--- config.mk ---
export PLATFORM = sky130hd
export DESIGN_NAME = usbfs_dev_txn_ctrl_flat
export DESIGN_NICKNAME = d
export VERILOG_FILES = /design/src/rtl/usbfs_dev_txn_ctrl_if.sv /design/src/rtl/usbfs_dev_txn_ctrl.sv /design/src/flat_wrapper.sv
export SDC_FILE = /design/constraint.sdc
export NUM_CORES = 1
export LEC_CHECK = 0
export ABC_AREA = 1
export CAP_MARGIN = 30
export CORE_AREA = 2 2 70 72
export CTS_CLUSTER_DIAMETER = 200
export DETAILED_ROUTE_END_ITERATION = 16
export DIE_AREA = 0 0 72 74
export HOLD_SLACK_MARGIN = 0.05
export PLACE_DENSITY = 0.71
export SLEW_MARGIN = 20
export SYNTH_ARGS = -nofsm -noshare
export SYNTH_HDL_FRONTEND = slang
export SYNTH_SLANG_ARGS = --single-unit
--- constraint.sdc ---
create_clock -name i_clk_48MHz -period 3.03 [get_ports i_clk_48MHz]
set_input_delay 0.606 -clock i_clk_48MHz [delete_from_list [all_inputs] [get_ports i_clk_48MHz]]
set_output_delay 0.606 -clock i_clk_48MHz [all_outputs]
set_load 0.02 [all_outputs]
--- src/rtl/usbfs_dev_txn_ctrl_if.sv ---
// Receiver/transmitter bundle between the USB FS packet PHY layer
// and the device transaction sequencer.
interface usbfs_dev_txn_ctrl_if;
   logic       i_rxEop;
   logic [3:0] i_rxPid;
   logic [6:0] i_rxAddr;
   logic [3:0] i_rxEndp;
   logic       i_rxPidOkay;
   logic       i_rxTokenOkay;
   logic       i_rxDataOkay;
   logic       o_txValid;
   logic       i_txReady;
   logic [3:0] o_txPid;
   logic       i_txEopDone;

   modport master (
      input  i_rxEop, i_rxPid, i_rxAddr, i_rxEndp,
      input  i_rxPidOkay, i_rxTokenOkay, i_rxDataOkay,
      input  i_txReady, i_txEopDone,
      output o_txValid, o_txPid
   );

   modport slave (
      output i_rxEop, i_rxPid, i_rxAddr, i_rxEndp,
      output i_rxPidOkay, i_rxTokenOkay, i_rxDataOkay,
      output i_txReady, i_txEopDone,
      input  o_txValid, o_txPid
   );
endinterface

--- src/rtl/usbfs_dev_txn_ctrl.sv ---
// Device-side USB FS transaction sequencer: picks handshake/data PID,
// tracks DATA0/DATA1 toggles and pulses buffer commits.
module usbfs_dev_txn_ctrl #(
   parameter int N_ENDP  = 2,
   parameter int TIMEOUT = 18
) (
   input  logic              i_clk_48MHz,
   input  logic              i_rstn,
   input  logic              i_strobe_12MHz,
   input  logic [6:0]        i_devAddr,
   usbfs_dev_txn_ctrl_if.master bus,
   input  logic [N_ENDP-1:0] i_inReady,
   input  logic [N_ENDP-1:0] i_outSpace,
   input  logic [N_ENDP-1:0] i_stall,
   output logic [3:0]        o_endp,
   output logic              o_setup,
   output logic              o_outCommit,
   output logic              o_inCommit,
   output logic              o_busy
);

   localparam logic [3:0] PID_OUT   = 4'b0001;
   localparam logic [3:0] PID_IN    = 4'b1001;
   localparam logic [3:0] PID_SETUP = 4'b1101;
   localparam logic [3:0] PID_DATA0 = 4'b0011;
   localparam logic [3:0] PID_DATA1 = 4'b1011;
   localparam logic [3:0] PID_ACK   = 4'b0010;
   localparam logic [3:0] PID_NAK   = 4'b1010;
   localparam logic [3:0] PID_STALL = 4'b1110;

   localparam int EW = (N_ENDP > 1) ? $clog2(N_ENDP) : 1;
   localparam int CW = $clog2(TIMEOUT + 1);
   localparam logic [4:0] NE = 5'(N_ENDP);
   localparam logic [CW-1:0] CNT_LAST = CW'(TIMEOUT - 1);

   typedef enum logic [2:0] {
      IDLE,
      WAIT_DATA,
      TX_REQ,
      TX_BUSY,
      WAIT_HSK
   } state_t;

   state_t            state;
   logic              after_tx;
   logic              is_setup;
   logic [CW-1:0]     cnt;
   logic [N_ENDP-1:0] out_tog;
   logic [N_ENDP-1:0] in_tog;

   logic          tok_ok;
   logic          data_ok;
   logic          tmo;
   logic          tog_match;
   logic [EW-1:0] ti;
   logic [EW-1:0] cur;

   assign ti  = bus.i_rxEndp[EW-1:0];
   assign cur = o_endp[EW-1:0];

   assign tok_ok = bus.i_rxEop && bus.i_rxPidOkay &&
                   bus.i_rxTokenOkay &&
                   (bus.i_rxAddr == i_devAddr) &&
                   ({1'b0, bus.i_rxEndp} < NE);

   assign data_ok = bus.i_rxEop && bus.i_rxPidOkay &&
                    bus.i_rxDataOkay &&
                    ((bus.i_rxPid == PID_DATA0) ||
                     (bus.i_rxPid == PID_DATA1));

   assign tmo = i_strobe_12MHz && (cnt == CNT_LAST);

   assign tog_match = ((bus.i_rxPid == PID_DATA1) == out_tog[cur]);

   // Transaction FSM with registered tx request, pulses and toggles.
   always_ff @(posedge i_clk_48MHz) begin
      if (!i_rstn) begin
         state         <= IDLE;
         after_tx      <= 1'b0;
         is_setup      <= 1'b0;
         cnt           <= '0;
         out_tog       <= '0;
         in_tog        <= '0;
         bus.o_txValid <= 1'b0;
         bus.o_txPid   <= 4'b0000;
         o_endp        <= 4'd0;
         o_setup       <= 1'b0;
         o_outCommit   <= 1'b0;
         o_inCommit    <= 1'b0;
         o_busy        <= 1'b0;
      end else begin
         o_setup     <= 1'b0;
         o_outCommit <= 1'b0;
         o_inCommit  <= 1'b0;
         case (state)
            IDLE: begin
               if (tok_ok) begin
                  case (bus.i_rxPid)
                     PID_OUT, PID_SETUP: begin
                        o_endp   <= bus.i_rxEndp;
                        o_busy   <= 1'b1;
                        is_setup <= (bus.i_rxPid == PID_SETUP);
                        cnt      <= '0;
                        state    <= WAIT_DATA;
                     end
                     PID_IN: begin
                        o_endp        <= bus.i_rxEndp;
                        o_busy        <= 1'b1;
                        bus.o_txValid <= 1'b1;
                        state         <= TX_REQ;
                        if (i_stall[ti]) begin
                           bus.o_txPid <= PID_STALL;
                           after_tx    <= 1'b0;
                        end else if (i_inReady[ti]) begin
                           bus.o_txPid <= in_tog[ti] ? PID_DATA1
                                                     : PID_DATA0;
                           after_tx    <= 1'b1;
                        end else begin
                           bus.o_txPid <= PID_NAK;
                           after_tx    <= 1'b0;
                        end
                     end
                     default: ;
                  endcase
               end
            end
            WAIT_DATA: begin
               if (bus.i_rxEop) begin
                  if (data_ok) begin
                     bus.o_txValid <= 1'b1;
                     after_tx      <= 1'b0;
                     state         <= TX_REQ;
                     if (is_setup) begin
                        bus.o_txPid  <= PID_ACK;
                        o_setup      <= 1'b1;
                        out_tog[cur] <= 1'b1;
                        in_tog[cur]  <= 1'b1;
                     end else if (i_stall[cur]) begin
                        bus.o_txPid <= PID_STALL;
                     end else if (!i_outSpace[cur]) begin
                        bus.o_txPid <= PID_NAK;
                     end else begin
                        bus.o_txPid <= PID_ACK;
                        if (tog_match) begin
                           o_outCommit  <= 1'b1;
                           out_tog[cur] <= ~out_tog[cur];
                        end
                     end
                  end else begin
                     o_busy <= 1'b0;
                     state  <= IDLE;
                  end
               end else if (tmo) begin
                  o_busy <= 1'b0;
                  state  <= IDLE;
               end else if (i_strobe_12MHz) begin
                  cnt <= cnt + 1'b1;
               end
            end
            TX_REQ: begin
               if (bus.i_txReady) begin
                  bus.o_txValid <= 1'b0;
                  state         <= TX_BUSY;
               end
            end
            TX_BUSY: begin
               if (bus.i_txEopDone) begin
                  if (after_tx) begin
                     cnt   <= '0;
                     state <= WAIT_HSK;
                  end else begin
                     o_busy <= 1'b0;
                     state  <= IDLE;
                  end
               end
            end
            WAIT_HSK: begin
               if (bus.i_rxEop) begin
                  if (bus.i_rxPidOkay && bus.i_rxPid == PID_ACK) begin
                     o_inCommit  <= 1'b1;
                     in_tog[cur] <= ~in_tog[cur];
                  end
                  o_busy <= 1'b0;
                  state  <= IDLE;
               end else if (tmo) begin
                  o_busy <= 1'b0;
                  state  <= IDLE;
               end else if (i_strobe_12MHz) begin
                  cnt <= cnt + 1'b1;
               end
            end
            default: begin
               o_busy <= 1'b0;
               state  <= IDLE;
            end
         endcase
      end
   end

endmodule

--- src/flat_wrapper.sv ---
// flat-port wrapper written by rule: the top's interface ports become plain ports
module usbfs_dev_txn_ctrl_flat 
#(
   parameter int N_ENDP  = 2,
   parameter int TIMEOUT = 18
)
  (i_clk_48MHz, i_rstn, i_strobe_12MHz, i_devAddr, i_inReady, i_outSpace, i_stall, o_endp, o_setup, o_outCommit, o_inCommit, o_busy, bus_i_rxEop, bus_i_rxPid, bus_i_rxAddr, bus_i_rxEndp, bus_i_rxPidOkay, bus_i_rxTokenOkay, bus_i_rxDataOkay, bus_i_txReady, bus_i_txEopDone, bus_o_txValid, bus_o_txPid);
  usbfs_dev_txn_ctrl_if bus_i ();
  input  logic i_clk_48MHz;
  input  logic i_rstn;
  input  logic i_strobe_12MHz;
  input  logic [6:0] i_devAddr;
  input  logic [N_ENDP-1:0] i_inReady;
  input  logic [N_ENDP-1:0] i_outSpace;
  input  logic [N_ENDP-1:0] i_stall;
  output logic [3:0] o_endp;
  output logic o_setup;
  output logic o_outCommit;
  output logic o_inCommit;
  output logic o_busy;
  input wire logic [$bits(bus_i.i_rxEop)-1:0] bus_i_rxEop;
  input wire logic [$bits(bus_i.i_rxPid)-1:0] bus_i_rxPid;
  input wire logic [$bits(bus_i.i_rxAddr)-1:0] bus_i_rxAddr;
  input wire logic [$bits(bus_i.i_rxEndp)-1:0] bus_i_rxEndp;
  input wire logic [$bits(bus_i.i_rxPidOkay)-1:0] bus_i_rxPidOkay;
  input wire logic [$bits(bus_i.i_rxTokenOkay)-1:0] bus_i_rxTokenOkay;
  input wire logic [$bits(bus_i.i_rxDataOkay)-1:0] bus_i_rxDataOkay;
  input wire logic [$bits(bus_i.i_txReady)-1:0] bus_i_txReady;
  input wire logic [$bits(bus_i.i_txEopDone)-1:0] bus_i_txEopDone;
  output wire logic [$bits(bus_i.o_txValid)-1:0] bus_o_txValid;
  output wire logic [$bits(bus_i.o_txPid)-1:0] bus_o_txPid;
  assign bus_i.i_rxEop = bus_i_rxEop;
  assign bus_i.i_rxPid = bus_i_rxPid;
  assign bus_i.i_rxAddr = bus_i_rxAddr;
  assign bus_i.i_rxEndp = bus_i_rxEndp;
  assign bus_i.i_rxPidOkay = bus_i_rxPidOkay;
  assign bus_i.i_rxTokenOkay = bus_i_rxTokenOkay;
  assign bus_i.i_rxDataOkay = bus_i_rxDataOkay;
  assign bus_i.i_txReady = bus_i_txReady;
  assign bus_i.i_txEopDone = bus_i_txEopDone;
  assign bus_o_txValid = bus_i.o_txValid;
  assign bus_o_txPid = bus_i.o_txPid;
  usbfs_dev_txn_ctrl #(.N_ENDP(N_ENDP), .TIMEOUT(TIMEOUT)) u_core (.i_clk_48MHz(i_clk_48MHz), .i_rstn(i_rstn), .i_strobe_12MHz(i_strobe_12MHz), .i_devAddr(i_devAddr), .bus(bus_i), .i_inReady(i_inReady), .i_outSpace(i_outSpace), .i_stall(i_stall), .o_endp(o_endp), .o_setup(o_setup), .o_outCommit(o_outCommit), .o_inCommit(o_inCommit), .o_busy(o_busy));
endmodule
# ---- Word-level counts from Yosys, hierarchy flattened
# Cells that the tools add are included.
dict set report totals {
  regBits 27
  in_bits 37
  word_cells 174
}
dict set report op_classes {
  add_sub_neg 1
  magnitude_cmp 4
  eq_ne 32
  mux 82
  bitwise 10
  n_reduce_logical 32
}
# operator n
set ops {}
lappend ops {{$mux 4} 10}
lappend ops {{$mux 1} 37}
lappend ops {{$mux 5} 7}
lappend ops {{$reduce_and 6->1} 4}
lappend ops {{$mux 3} 7}
lappend ops {{$mux 2} 10}
lappend ops {{$ne 2x2->1 const B} 10}
lappend ops {{$pmux 3 s5} 1}
lappend ops {{$pmux 5 s3} 1}
lappend ops {{$ne 2x1->1 const B} 7}
lappend ops {{$eq 4x4->1 const B} 3}
lappend ops {{$logic_and 1x1->1} 9}
lappend ops {{$reduce_and 3->1} 3}
lappend ops {{$eq 4x2->1 const B} 2}
lappend ops {{$not 1->1} 8}
lappend ops {{$pmux 4 s2} 1}
lappend ops {{$reduce_and 4->1} 2}
lappend ops {{$reduce_and 8->1} 1}
lappend ops {{$reduce_bool 2->1} 4}
lappend ops {{$eq 7x7->1} 1}
lappend ops {{$reduce_or 7->1} 1}
lappend ops {{$eq 3x2->1 const B} 2}
lappend ops {{$ne 3x3->1 const B} 2}
lappend ops {{$pmux 3 s2} 1}
lappend ops {{22 further kinds} 27}

# ---- Longest topological paths before layout
# Gate-level depths: netlist of the first run.
dict set report logic_depth {
  ltp_word 9
  mapped_depth 12
  mapped_depth_nobuf 12
}

# ---- Worst setup path before layout of the first run
# Ideal clock, no wire load.
dict set report synth_timing {
  path_kind {in2reg}
  from {input port bus_i_rxEndp[1]}
  to {register u_core.bus.o_txPid[0]}
  setup_time_ps 116
  arrival_ps 1493
  t_required_ps 2914
  slack_ps 1422
  cell_stages 10
  path_cell_list {inv_1 > nand2_1 > nor2_1 > nand2_1 > nor2_1 > nand3_1 > nand2_2 > nand3b_4 > o21ai_0 > nor2_1}
}
dict set report synth_between {
  elab_chain_len 4
}
# item line_no
set synth_rtl {}
lappend synth_rtl {{from (decl)} flat_wrapper.sv:24} ;# input wire logic [$bits(bus_i.i_rxEndp)-1:0] bus_i_rxEndp;
lappend synth_rtl {{$lt 4x2->1} usbfs_dev_txn_ctrl.sv:64} ;# ({1'b0, bus.i_rxEndp} < NE);
lappend synth_rtl {{$logic_and 1x1->1} usbfs_dev_txn_ctrl.sv:63} ;# (bus.i_rxAddr == i_devAddr) &&
lappend synth_rtl {{$ne 2x1->1 (no line)} n/a}
lappend synth_rtl {{$reduce_and 5->1 (no line)} n/a}
lappend synth_rtl {{to (signal assigned)} usbfs_dev_txn_ctrl.sv:115} ;# bus.o_txPid <= in_tog[ti] ? PID_DATA1
lappend synth_rtl {{to (decl)} usbfs_dev_txn_ctrl_if.sv:20} ;# output o_txValid, o_txPid
# No other way between the ends.
# A chain may end at the register's enable or synchronous reset.

# ---- Worst setup path in the final report of the first run
dict set report layout_timing {
  from {register u_core.o_endp[0]}
  to {output port o_endp[0]}
}
# item line_no
set layout_lines {}
lappend layout_lines {{from (decl)} usbfs_dev_txn_ctrl.sv:15} ;# output logic [3:0] o_endp,
lappend layout_lines {{from (signal assigned)} usbfs_dev_txn_ctrl.sv:100} ;# o_endp <= bus.i_rxEndp;
lappend layout_lines {{from (signal assigned)} usbfs_dev_txn_ctrl.sv:107} ;# o_endp <= bus.i_rxEndp;
lappend layout_lines {{to (decl)} flat_wrapper.sv:16} ;# output logic [3:0] o_endp;
# No word-level cell between the ends.

==> results of run 1 <==
worst register-to-register path, delay by kind of cell, from the launching register on:
kind,cells,cell delay [ns]
flops,1,0.49
buf+inv,2,0.17
compound gates,3,0.39
simple gates,4,0.42
routing by layer:
layer,global-route usage [%],routed length [microns],up-vias
met5,0,0,-
met4,2.94,42,0
met3,3.25,181,6
met2,32.6,2120,42
met1,21.9,1970,811
li1,-,-,1011
through the flow:
| step | total power [mW] | worst slack (ns) |
|---|---|---|
| after detailed placement | 0.457 | 0.772 |
| after CTS | 0.683 | 0.985 |
| after global routing | 0.713 | 0.922 |
| final | 0.676 | 1.00 |
| after floorplan | 0.394 | 1.42 |
| after global placement | 0.456 | 0.788 |
power by group through the flow:
stage / Clock, mW / Combinational (mW) / Sequential, mW
global placement: 0 / 0.107 / 0.349
global route: 0.251 / 0.120 / 0.342
floorplan: 0 / 0.0441 / 0.349
finish: 0.227 / 0.108 / 0.341
detailed placement: 0 / 0.107 / 0.349
CTS: 0.234 / 0.108 / 0.341
cell families (layout without fill, tap and decap cells):
kind of cell | count (synthesis) | in the layout | share of synthesized area, %
AOI/OAI and AO/OA | 36 | 36 | 10.8
and+or+nand+nor | 159 | 159 | 42.5
adders and majority gates | 2 | 2 | 1.41
buffers and inverters | 60 | 111 | 13.0
DFF | 26 | 26 | 29.3
xor gates and xnor gates | 4 | 4 | 2.39
muxes | 1 | 1 | 0.563
how the worst max path moves through the flow:
stage	to	start	cells after the start	slack, ns
finish	o_endp[0]	u_core.o_endp[0]	1	1.00
global route	o_endp[0]	u_core.o_endp[0]	1	0.92
CTS	o_endp[0]	u_core.o_endp[0]	1	0.99
detailed placement	u_core.bus.o_txPid[3]	bus_i_rxEop	10	0.77
global placement	u_core.bus.o_txPid[3]	bus_i_rxEop	10	0.79
floorplan	u_core.bus.o_txPid[0]	bus_i_rxEndp[1]	10	1.42
placed cells by master (no fill, tap or decap), types with 3 or more instances in the layout:
master           synthesis  final
a21oi_1                 13     13
clkbuf_8                 0      4
clkdlybuf4s50_1          0     49
dfxtp_1                 26     26
inv_1                   52     52
inv_2                    5      5
nand2_1                 66     66
nand2_2                  4      4
nand3_1                 19     19
nand4_1                 10     10
nor2_1                  39     39
nor3_1                   4      4
o21ai_0                 14     14
o21ai_1                  4      4
xor2_1                   3      3
layout make-up:
class | instances | share of cell area (%)
Multi-Input combinational cell | 202 | 43.1
Inverter | 57 | 8.99
Clock buffer | 4 | 2.31
Tap cell | 54 | 2.84
Timing Repair Buffer | 50 | 20.9
Sequential cell | 26 | 21.9
state kept, by name, indices dropped and copies added, names as in the netlist:
signal	cells
u_core.o_busy	1
u_core.o_endp	4
u_core.is_setup	1
u_core.out_tog	2
u_core.cnt	5
u_core.o_outCommit	1
u_core.o_inCommit	1
u_core.in_tog	2
u_core.state	3
u_core.bus.o_txValid	1
u_core.bus.o_txPid	4
u_core.o_setup	1
==> results.cfg, run 1 <==
[logic_synthesis]
yosysTopAreaCell = dfxtp_1
synth-main-ff-cell = dfxtp_1
syn_inst = 288
ys_seq_area_share_pct = 29.3
synth_top_area_share_pct = 29.3
syn_nets = 327
netlist_area_sq_um = 1780
synth_seq_cells = 26
avgSynthCellArea_sq_um = 6.17
synth-edff-count = 0
synth_common_cells = nand2_1, inv_1, nor2_1, dfxtp_1, nand3_1
ys_types = 36
async_reset_ff_share_pct = 0
synth.area.top_cells = dfxtp_1, nand2_1, inv_1
yosysWarnings = 0
synth_most_common_cell = nand2_1

[floorplan]
die_area_sq_um = 5330
coreArea_sq_um = 4600
rows = 25
ios = 50
initial_core_util_pct = 38.6
die_x_microns = 72
die_h_microns = 74

[placed_design]
place_inst = 389
gp_congestion = 0.844
port_buffers = 49
dp.final_hpwl_microns = 3510
placed_cell_area_sq_um = 2330

[timing]
relSlewSlack_pct = 71.4
min_period_ns = 2.03
max_freq_mhz = 493
hold_ws_ns = 0.462
final.setup.tns_ns = 0
worstMarginPinSlew_ns = 0.428
min_period_over_period_pct = 67.0
finalHoldViolations = 0
skew_ns = 0.00663
slew_viol_final = 0
finalSetupViolations = 0
rsz0062_at_grt = false

[finish]
layout-drive-gt1-share_pct = 7.67
instances_no_fill = 393
seqCellArea_sq_um = 520
final_nets = 379
syn2layout_area_growth_pct = 34.0
finish.utilization_pct = 51.8
final_area_sq_um = 2380
nFillCells = 474
multi_input_area_sq_um = 1030
antenna_cells = 0

[power]
comb_power_share_pct = 15.9
p_sw_uw = 158
p_clk_share_pct = 33.6
p_leak_nw = 1.14
p_int_uw = 517
power.density_nw_per_um2 = 284
swShare_pct = 23.4
irDropWorstVdd_mv = 0.327
pwr-share-seq_pct = 50.5

[hold_path]
min_path_type = reg2reg
holdCritStartpoint = u_core.bus.o_txValid
hold_depth = 2
min_to = u_core.bus.o_txValid

[worst_setup_path]
crit_path_max_incr_delay_ns = 0.66
critPathRequiredTime_ns = 2.42
r2r_cells = 9
critPathTopFamily = buffers and inverters
crit_path_end_kind = output port
worstSetupPathType = reg2out
path_cells = clkdlybuf4s50_1
r2r-end = u_core.out_tog[1]
crit_path_top_delay_cell = clkdlybuf4s50_1
startpoint_type = flip-flop
cp.buffers_inverters = 1
worstPathArrival_ns = 1.42
worstPathMaxFanout = 8
rrSetupSlack_ns = 1.46
r2r_start = u_core.o_endp[0]

[global_routing]
antenna_found_initial = 0
grt.total_usage_pct = 17.7
grt_overflow = 0
grt_pass1_wl_microns = 7670
grt_pass1_vias = 1781
grt_max_degree = 15

[clock_network]
cts.clk_slew.worst_paths_ns = 0.09
clk_path_buf_depth = 2
insertion_delay_ns = 0.27
cts_setup_buffers = 0
cts.repair.resized = 0
htreeDepth = 1
cts.root.buffer_cell = clkbuf_8
cts_tree = built
postCtsHoldBufs = 0
cts-buffers-inserted = 3
clkSinkCount = 26

[route]
vias = 1870
ant_nets = 0
wl_per_cell_microns = 11.0
drc = 0
drtIter0Drc = 64
via_per_inst = 4.76
wirelength_microns = 4310
drtPass1Iterations = 4

[run]
maxCapViolations = 0

[status]
status = completed
(Power assumes the default switching activity.)
==> run 2: changes to the inputs <==
--- a/config.mk
+++ b/config.mk
@@ -12,7 +12,7 @@
 export DETAILED_ROUTE_END_ITERATION = 16
 export DIE_AREA = 0 0 72 74
 export HOLD_SLACK_MARGIN = 0.05
-export PLACE_DENSITY = 0.71
+export PLACE_DENSITY = 0.74
 export SLEW_MARGIN = 20
 export SYNTH_ARGS = -nofsm -noshare
 export SYNTH_HDL_FRONTEND = slang
==> constraint.sdc (replaced) <==
create_clock -name i_clk_48MHz -period 1.7 [get_ports i_clk_48MHz]
set_input_delay 0.34 -clock i_clk_48MHz [delete_from_list [all_inputs] [get_ports i_clk_48MHz]]
set_output_delay 0.34 -clock i_clk_48MHz [all_outputs]
set_load 0.02 [all_outputs]
==> results.cfg, run 2 (synthesis gave the netlist of run 1 again) <==
[route]
wirelength_microns = 4640
vias = 1992
drtPass1Iterations = 4
drc = 0
via_per_inst = 4.79
drtIter0Drc = 59
ant_nets = 0
wl_per_cell_microns = 11.1

[clock_network]
insertion_delay_ns = 0.28
cts.root.buffer_cell = clkbuf_8
cts-buffers-inserted = 3
cts.clk_slew.worst_paths_ns = 0.09
postCtsHoldBufs = 0
htreeDepth = 1
clk_path_buf_depth = 2
cts_tree = built
clkSinkCount = 26

[status]
status = completed

[worst_setup_path]
cp.buffers_inverters = 1
critPathRequiredTime_ns = 1.36
crit_path_max_incr_delay_ns = 0.61
critPathTopFamily = buffers and inverters
worstPathMaxFanout = 3
crit_path_end_kind = output port
worstPathArrival_ns = 1.24
crit_path_top_delay_cell = clkdlybuf4s50_1
startpoint_type = flip-flop
path_cells = clkdlybuf4s50_1
worstSetupPathType = reg2out

[timing]
skew_ns = 0.00562
relSlewSlack_pct = 77.0
finalSetupViolations = 0
fin_ws_ns = 0.123
slew_viol_final = 0
max_freq_mhz = 634
worstMarginPinSlew_ns = 0.342
finalHoldViolations = 0
final.setup.tns_ns = 0
rsz0062_at_grt = false
min_period_ns = 1.58
min_period_over_period_pct = 92.8

[finish]
regMostFlops = u_core.cnt
final_nets = 402
most-common-layout-cells = nand2_1, inv_1, clkdlybuf4s50_1
antenna_cells = 0
layout-drive-gt1-share_pct = 17.7
syn2layout_area_growth_pct = 48.2
largest_reg_flops = 5
final_common_cell = nand2_1
top_regs = u_core.cnt x5, u_core.bus.o_txPid x4, u_core.o_endp x4
instances_no_fill = 416

[power]
power.density_nw_per_um2 = 518
p_leak_nw = 1.33
finalPower_mw = 1.36
irDropWorstVdd_mv = 0.462

[floorplan]
coreArea_sq_um = 4600
die_h_microns = 74
rows = 25
die_x_microns = 72
initial_core_util_pct = 38.6
ios = 50
die_area_sq_um = 5330

[global_routing]
antenna_found_initial = 0
grt_pass1_wl_microns = 7900
grt_pass1_vias = 1909
grt_max_degree = 16
grt.total_usage_pct = 18.4
grt_overflow = 0

[placed_design]
pre_cts_ws_ns = -0.320
dp.final_hpwl_microns = 3670
port_buffers = 49
place_inst = 410
gp_congestion = 0.832

[hold_path]
min_path_type = reg2reg

[run]
maxCapViolations = 0
==> run 2: cell types whose count changed in the layout (fill, tap and decap cells not counted), moves of 2 or more <==
cell and change:
nor2_1 -3, nand2_1 -6, o21ai_2 +2, inv_2 +2
buf_4 +23, nor2_2 +2, dlymetal6s2s_1 +7, inv_1 -2
clkdlybuf4s50_1 -8, nand2_2 +5, o21ai_1 +2, o21ai_0 -4
==> run 2: metrics by stage <==
stage                     hold WS [ns]  area [sq um]  util, %
after global routing             0.462          2630     57.3
after CTS                        0.455          2560     55.7
after detailed placement         0.441          2480     54.0
final                            0.452          2630     57.3
after floorplan                  0.421          1780        -
after global placement           0.440          2480     54.0
==> run 2: cell type report <==
cell class | instances | area, sq um
repair buffers | 73 | 687
clock buffers | 3 | 41.3
fillers | 444 | 1970
flip-flops and latches | 26 | 522
clock inverters | 1 | 30.0
well taps | 54 | 67.6
inverters | 57 | 214
multi-input cells | 202 | 1070
==> run 2: worst paths after layout <==
kind / start / to / slack (ns) / cells after the start
max reg2reg: u_core.cnt[1] / u_core.cnt[1] / 0.17 / 10
min: u_core.bus.o_txValid / u_core.bus.o_txValid / 0.45 / 2
min reg2reg: u_core.bus.o_txValid / u_core.bus.o_txValid / 0.45 / 2
max: u_core.bus.o_txPid[0] / bus_o_txPid[0] / 0.12 / 1
==> run 2: power by group <==
part | switching, mW | internal (mW)
logic | 0.0982 | 0.137
registers | 0.0000156 | 0.608
clock network | 0.204 | 0.315
total | 0.302 | 1.06
==> run 2: timing repair <==
item                                    4_1_cts  5_1_grt
setup buffers                                 0        2
resized for setup                             4       25
endpoints found under the setup margin        6       19
pin swaps                                     0        6
==> run 2: per-layer routing <==
metal	vias up	routed length (microns)	track usage [%]
li1	1059	-	-
met1	881	2090	22.0
met2	43	2320	33.7
met3	9	174	3.52
met4	0	58	5.03
met5	-	0	0
